<file path="src/rtl/phase_shift_dds.sv">
`default_nettype none
// ============================================================================
// Module   : phase_shift_dds
// Function : Quarter-wave-ROM sine generator. One shared phase accumulator
//            drives a reference output (offset 0) and NCH phase-shifted
//            outputs. Each channel's offset is staged in a pending register
//            and promoted at accumulator wrap (or on the next cycle), so a
//            channel never shows a phase step mid-period.
// Revision : 1.0  initial release
// ============================================================================
module phase_shift_dds #(
  parameter int                ACC_W    = 32,
  parameter int                ADDR_W   = 8,
  parameter int                DATA_W   = 12,
  parameter int                NCH      = 2,
  parameter bit                SYNC_UPD = 1'b1,
  parameter logic [ACC_W-1:0]  FTW_RST  = 32'h0100_0000
) (
  input  logic                   clk,
  input  logic                   rst_n,
  input  logic                   set_flag,
  input  logic [2:0]             set_ch,
  input  logic [ADDR_W-1:0]      point,
  input  logic                   ftw_load,
  input  logic [ACC_W-1:0]       ftw,
  output logic [DATA_W-1:0]      data_out,
  output logic [NCH*DATA_W-1:0]  q,
  output logic                   out_valid,
  output logic [NCH-1:0]         upd_pend
);

  localparam int                c_qw    = ADDR_W - 2;
  localparam int                c_rom_n = 1 << c_qw;
  localparam logic [DATA_W-1:0] c_mid   = {1'b1, {(DATA_W-1){1'b0}}};
  // pi scaled by 2^30 for the fixed-point table generator
  localparam longint            c_pi_s  = 64'sd3373259426;

  // Quarter-wave entry: round((MID-1)*sin(pi*(2i+1)/2^ADDR_W)), evaluated at
  // elaboration with a 2^30 fixed-point Taylor series so the table needs no
  // external image file.
  function automatic logic [DATA_W-2:0] rom_val(input int idx);
    longint x;
    longint term;
    longint sum;
    longint amp;
    x    = (c_pi_s * longint'(2 * idx + 1)) >>> ADDR_W;
    term = x;
    sum  = x;
    for (int n = 1; n <= 10; n++) begin
      term = -((((term * x) >>> 30) * x) >>> 30) / longint'((2 * n) * (2 * n + 1));
      sum  = sum + term;
    end
    amp = longint'(c_mid) - 64'sd1;
    return (DATA_W-1)'((amp * sum + (64'sd1 <<< 29)) >>> 30);
  endfunction

  logic [DATA_W-2:0] w_rom [0:c_rom_n-1];

  for (genvar i = 0; i < c_rom_n; i++) begin : g_rom
    assign w_rom[i] = rom_val(i);
  end

  // --------------------------------------------------------------------------
  // Phase accumulator and tuning word
  // --------------------------------------------------------------------------
  logic [ACC_W-1:0]  r_acc;
  logic [ACC_W-1:0]  r_ftw;
  logic [ACC_W:0]    w_sum;
  logic              w_wrap;
  logic              w_apply;
  logic [ADDR_W-1:0] w_aref;
  logic [2:0]        r_vld;

  assign w_sum  = {1'b0, r_acc} + {1'b0, r_ftw};
  assign w_wrap = w_sum[ACC_W];
  assign w_aref = r_acc[ACC_W-1 -: ADDR_W];
  // A frozen accumulator never wraps, so pending offsets must not wait for one
  assign w_apply = (SYNC_UPD == 1'b0) || w_wrap || (r_ftw == '0);

  // Advance the accumulator; a newly loaded tuning word takes effect next cycle
  always_ff @(posedge clk or negedge rst_n) begin
    if (!rst_n) begin
      r_acc <= '0;
      r_ftw <= FTW_RST;
    end else begin
      r_acc <= w_sum[ACC_W-1:0];
      if (ftw_load) begin
        r_ftw <= ftw;
      end
    end
  end

  // Pipeline-fill tracker: out_valid rises on the third edge after reset release
  always_ff @(posedge clk or negedge rst_n) begin
    if (!rst_n) begin
      r_vld <= '0;
    end else begin
      r_vld <= {r_vld[1:0], 1'b1};
    end
  end

  assign out_valid = r_vld[2];

  // --------------------------------------------------------------------------
  // Output lanes: lanes 0..NCH-1 are shifted channels, lane NCH is the reference
  // --------------------------------------------------------------------------
  for (genvar k = 0; k <= NCH; k++) begin : g_lane
    logic [ADDR_W-1:0] w_off;
    logic [ADDR_W-1:0] r_addr;
    logic [c_qw-1:0]   w_idx;
    logic [DATA_W-2:0] r_mag;
    logic              r_neg;
    logic [DATA_W-1:0] r_out;

    if (k < NCH) begin : g_chan
      logic              w_wr;
      logic [ADDR_W-1:0] r_pend;
      logic [ADDR_W-1:0] r_off;
      logic              r_upd;

      assign w_wr = set_flag && (set_ch == 3'(k));

      // Promote the staged offset when allowed; a write in the same cycle
      // re-arms the pending flag so it waits for the following opportunity
      always_ff @(posedge clk or negedge rst_n) begin
        if (!rst_n) begin
          r_pend <= '0;
          r_off  <= '0;
          r_upd  <= 1'b0;
        end else begin
          if (w_apply && r_upd) begin
            r_off <= r_pend;
            r_upd <= 1'b0;
          end
          if (w_wr) begin
            r_pend <= point;
            r_upd  <= 1'b1;
          end
        end
      end

      assign w_off                  = r_off;
      assign upd_pend[k]            = r_upd;
      assign q[k*DATA_W +: DATA_W]  = r_out;
    end else begin : g_ref
      assign w_off    = '0;
      assign data_out = r_out;
    end

    // Odd quadrants read the quarter table mirrored
    assign w_idx = r_addr[ADDR_W-2] ? ~r_addr[c_qw-1:0] : r_addr[c_qw-1:0];

    // S1 address, S2 table read, S3 sign fold into offset-binary output
    always_ff @(posedge clk or negedge rst_n) begin
      if (!rst_n) begin
        r_addr <= '0;
        r_mag  <= '0;
        r_neg  <= 1'b0;
        r_out  <= c_mid;
      end else begin
        r_addr <= w_aref + w_off;
        r_mag  <= w_rom[w_idx];
        r_neg  <= r_addr[ADDR_W-1];
        r_out  <= r_neg ? (c_mid - {1'b0, r_mag}) : (c_mid + {1'b0, r_mag});
      end
    end
  end

endmodule
`default_nettype wire

</file>
<file path="config.mk">
export PLATFORM = sky130hd
export DESIGN_NAME = phase_shift_dds
export DESIGN_NICKNAME = d
export VERILOG_FILES = /design/src/rtl/phase_shift_dds.sv
export SDC_FILE = /design/constraint.sdc
export NUM_CORES = 1
export LEC_CHECK = 0
export BUFFER_PORTS_ARGS = -buffer_cell sky130_fd_sc_hd__buf_2
export CORE_UTILIZATION = 40
export DETAILED_ROUTE_END_ITERATION = 6
export PLACE_DENSITY = 0.64
export SLEW_MARGIN = 15
export SYNTH_ARGS = -nofsm -noshare
export SYNTH_HDL_FRONTEND = slang
export SYNTH_SLANG_ARGS = --single-unit
</file>
<file path="constraint.sdc">
create_clock -name clk -period 3.4 [get_ports clk]
set_input_delay 0.34 -clock clk [delete_from_list [all_inputs] [get_ports clk]]
set_output_delay 0.34 -clock clk [all_outputs]
set_load 0.1 [all_outputs]
</file>
==> out/qor.yml <==
dpl.cell_count: 1693
htree_levels: 4
drtAntennaViolNets: 0
vias: 9690
critPathArrivalTime_ns: 3.28
report.final.slew_viol_count: 0
wirelength_um: 28000
setup_viol: 0
seq_area_frac_synth_pct: 41.1
cts_tree: "built"
grt_usage_pct: 18.7
place_congestion: 0.908
top_layer: "met5"
crit_type: "reg -> reg"
status: "complete, no violations"
via_per_inst: 5.61
grt_first_pass_wirelength_um: 46400
hold_viol: 0
max_cap_viol_count: 0
synth_area_mm2: 0.0120
initial_core_util_pct: 40.6
dr.pass1.iters: 5
row_count: 63
route.detailed.drc: 0
wl_met2_um: 13600
mostFrequentLayoutCells: "dfrtp_1, nand2_1, o21ai_0"
die_height_um: 175
synthArstFlopShare_pct: 100
clockBufferDepth: 2
ios: 86
synth_seq_cells: 197
drt-initial-drc-count: 528
slew_headroom_pct: 46.7
cp-startpoint: "r_acc[24]"
max_freq_ghz: 0.338
setup_tns_ns: 0
rsz0062_at_grt: "no"
hpwl_um: 20600
numCtsBuffers: 17
worstPathRequired_ns: 3.72
finalClockSkew_ns: 0.0148
syn_to_final_growth_pct: 12.5
hp-start: "ftw[17]"
clk_latency_ns: 0.44
fp.dieW_um: 175
cts_sinks: 197
grt_max_degree: 76
syn_nets: 1387
hp-class: "in -> reg"
post_cts.repair.setup_buffers: 0
cts_root_buf: "clkbuf_16"
critPathLaunchType: "flop"
synth-edff-count: 0
drive_gt1_share_pct: 17.2
fin_crit_sh_pct: 87.0
fin_crit_ns: 2.96
max_slew.worst_pin.slew_ns: 0.777
core_area_mm2: 0.0296
synth_cell_types: 70
nets: 1452
wl_met1_um: 12600
reg2reg_from: "r_acc[24]"
wl_met3_um: 1420
nFillCells: 2771
fin_cells: 1728
yosys_warnings: 0
antenna_found_initial: 3
cp-end-kind: "flop"
clkTransAtPathRegs_ns: 0.09
wire_per_inst_um: 16.2
grt_pass1_vias: 9178
die_area_mm2: 0.0307
grt.overflow.total: 0
synth_flop_cell: "dfrtp_1"
critical_path_peak_fanout: 8
port-buffer-count: 85
syn_avg_cell_area_um2: 9.54
synthCells: 1258
final_common_cell: "dfrtp_1"
cell usage after synthesis (17+ instances only):
cell,count,area share (%)
ha_1,79,8.2
xor2_1,28,2.0
nand3_1,29,1.2
a21oi_1,101,4.2
a31oi_1,24,1.3
mux2_2,64,6.0
clkbuf_1,57,1.8
dfrtp_1,193,40
o211ai_1,17,1.1
a211oi_1,19,1.2
xnor2_1,71,5.2
o21ai_0,102,4.3
inv_1,38,1.2
nor2_1,62,1.9
nand2_1,127,4.0
cell families after synthesis:
group / synth area share [%]
compound gates: 21.2
simple gates: 11.5
flops: 41.1
buf+inv: 3.75
xor+xnor: 7.23
fa+ha+maj: 8.74
mux: 6.42
other cells: 0.0313
critical path: stages (launching register included):
cell and delay (ns):
dfrtp_1 0.45, ha_1 0.46, nand4_1 0.19, nor4_1 0.47, nand2_1 0.10, a211o_1 0.27, and3_1 0.22, nand2b_1 0.33
mux2_2 0.35
final timing paths:
path                                             end  slack, ns  depth (start not counted)
min in group asynchronous         g_lane[1].r_mag[9]       0.48                          2
min reg2reg                          g_lane[0].r_neg       0.35                          0
max reg2reg                g_lane[0].g_chan.r_off[1]       0.44                          8
min                                        r_ftw[17]       0.12                          2
max                        g_lane[0].g_chan.r_off[1]       0.44                          8
max in group asynchronous  g_lane[1].g_chan.r_off[4]       2.04                          3
repair_timing:
action                    CTS  global route
hold buffers                1             0
gates resized for setup     0             0
hold endpoints to repair   70             0
metrics by stage:
| step | hold slack (ns) | instance area, um2 | setup slack [ns] | utilization (%) |
|---|---|---|---|---|
| after detailed placement | 0.335 | 12900 | 0.481 | 43.6 |
| after global placement | 0.332 | 12900 | 0.524 | 43.6 |
| final | 0.121 | 13500 | 0.443 | 45.7 |
| after floorplan | 0.0444 | 12000 | 0.866 | - |
| after CTS | 0.102 | 13500 | 0.458 | 45.6 |
| after global routing | 0.103 | 13500 | 0.206 | 45.7 |
area by class of cell:
cell class	count	area, um2	area share (%)
tap	390	488	3.62
sequential	197	4930	36.6
clock inverter	14	158	1.17
clock buffer	18	439	3.25
timing repair buffer	118	697	5.16
inverter	42	158	1.17
multi-input combinational	947	6620	49.0
antenna	2	5.00	0.0371
layer usage:
metal,track usage [%],vias to the layer above
met5,0,-
met4,4.93,2
met3,3.46,33
met2,31.4,295
met1,24.5,4621
li1,-,4739
flip-flops by register name, indices dropped and copies added, names as in the netlist:
| name | count |
|---|---|
| data_out | 12 |
| g_lane.g_chan.r_off | 16 |
| g_lane.g_chan.r_pend | 16 |
| g_lane.g_chan.r_upd | 2 |
| g_lane.r_addr | 24 |
| g_lane.r_mag | 33 |
| g_lane.r_neg | 3 |
| g_lane.r_out | 24 |
| r_acc | 32 |
| r_ftw | 32 |
| r_vld | 3 |
Power is not shown: default switching activity piles up to over one toggle a cycle in this logic, so the estimate is an artifact.
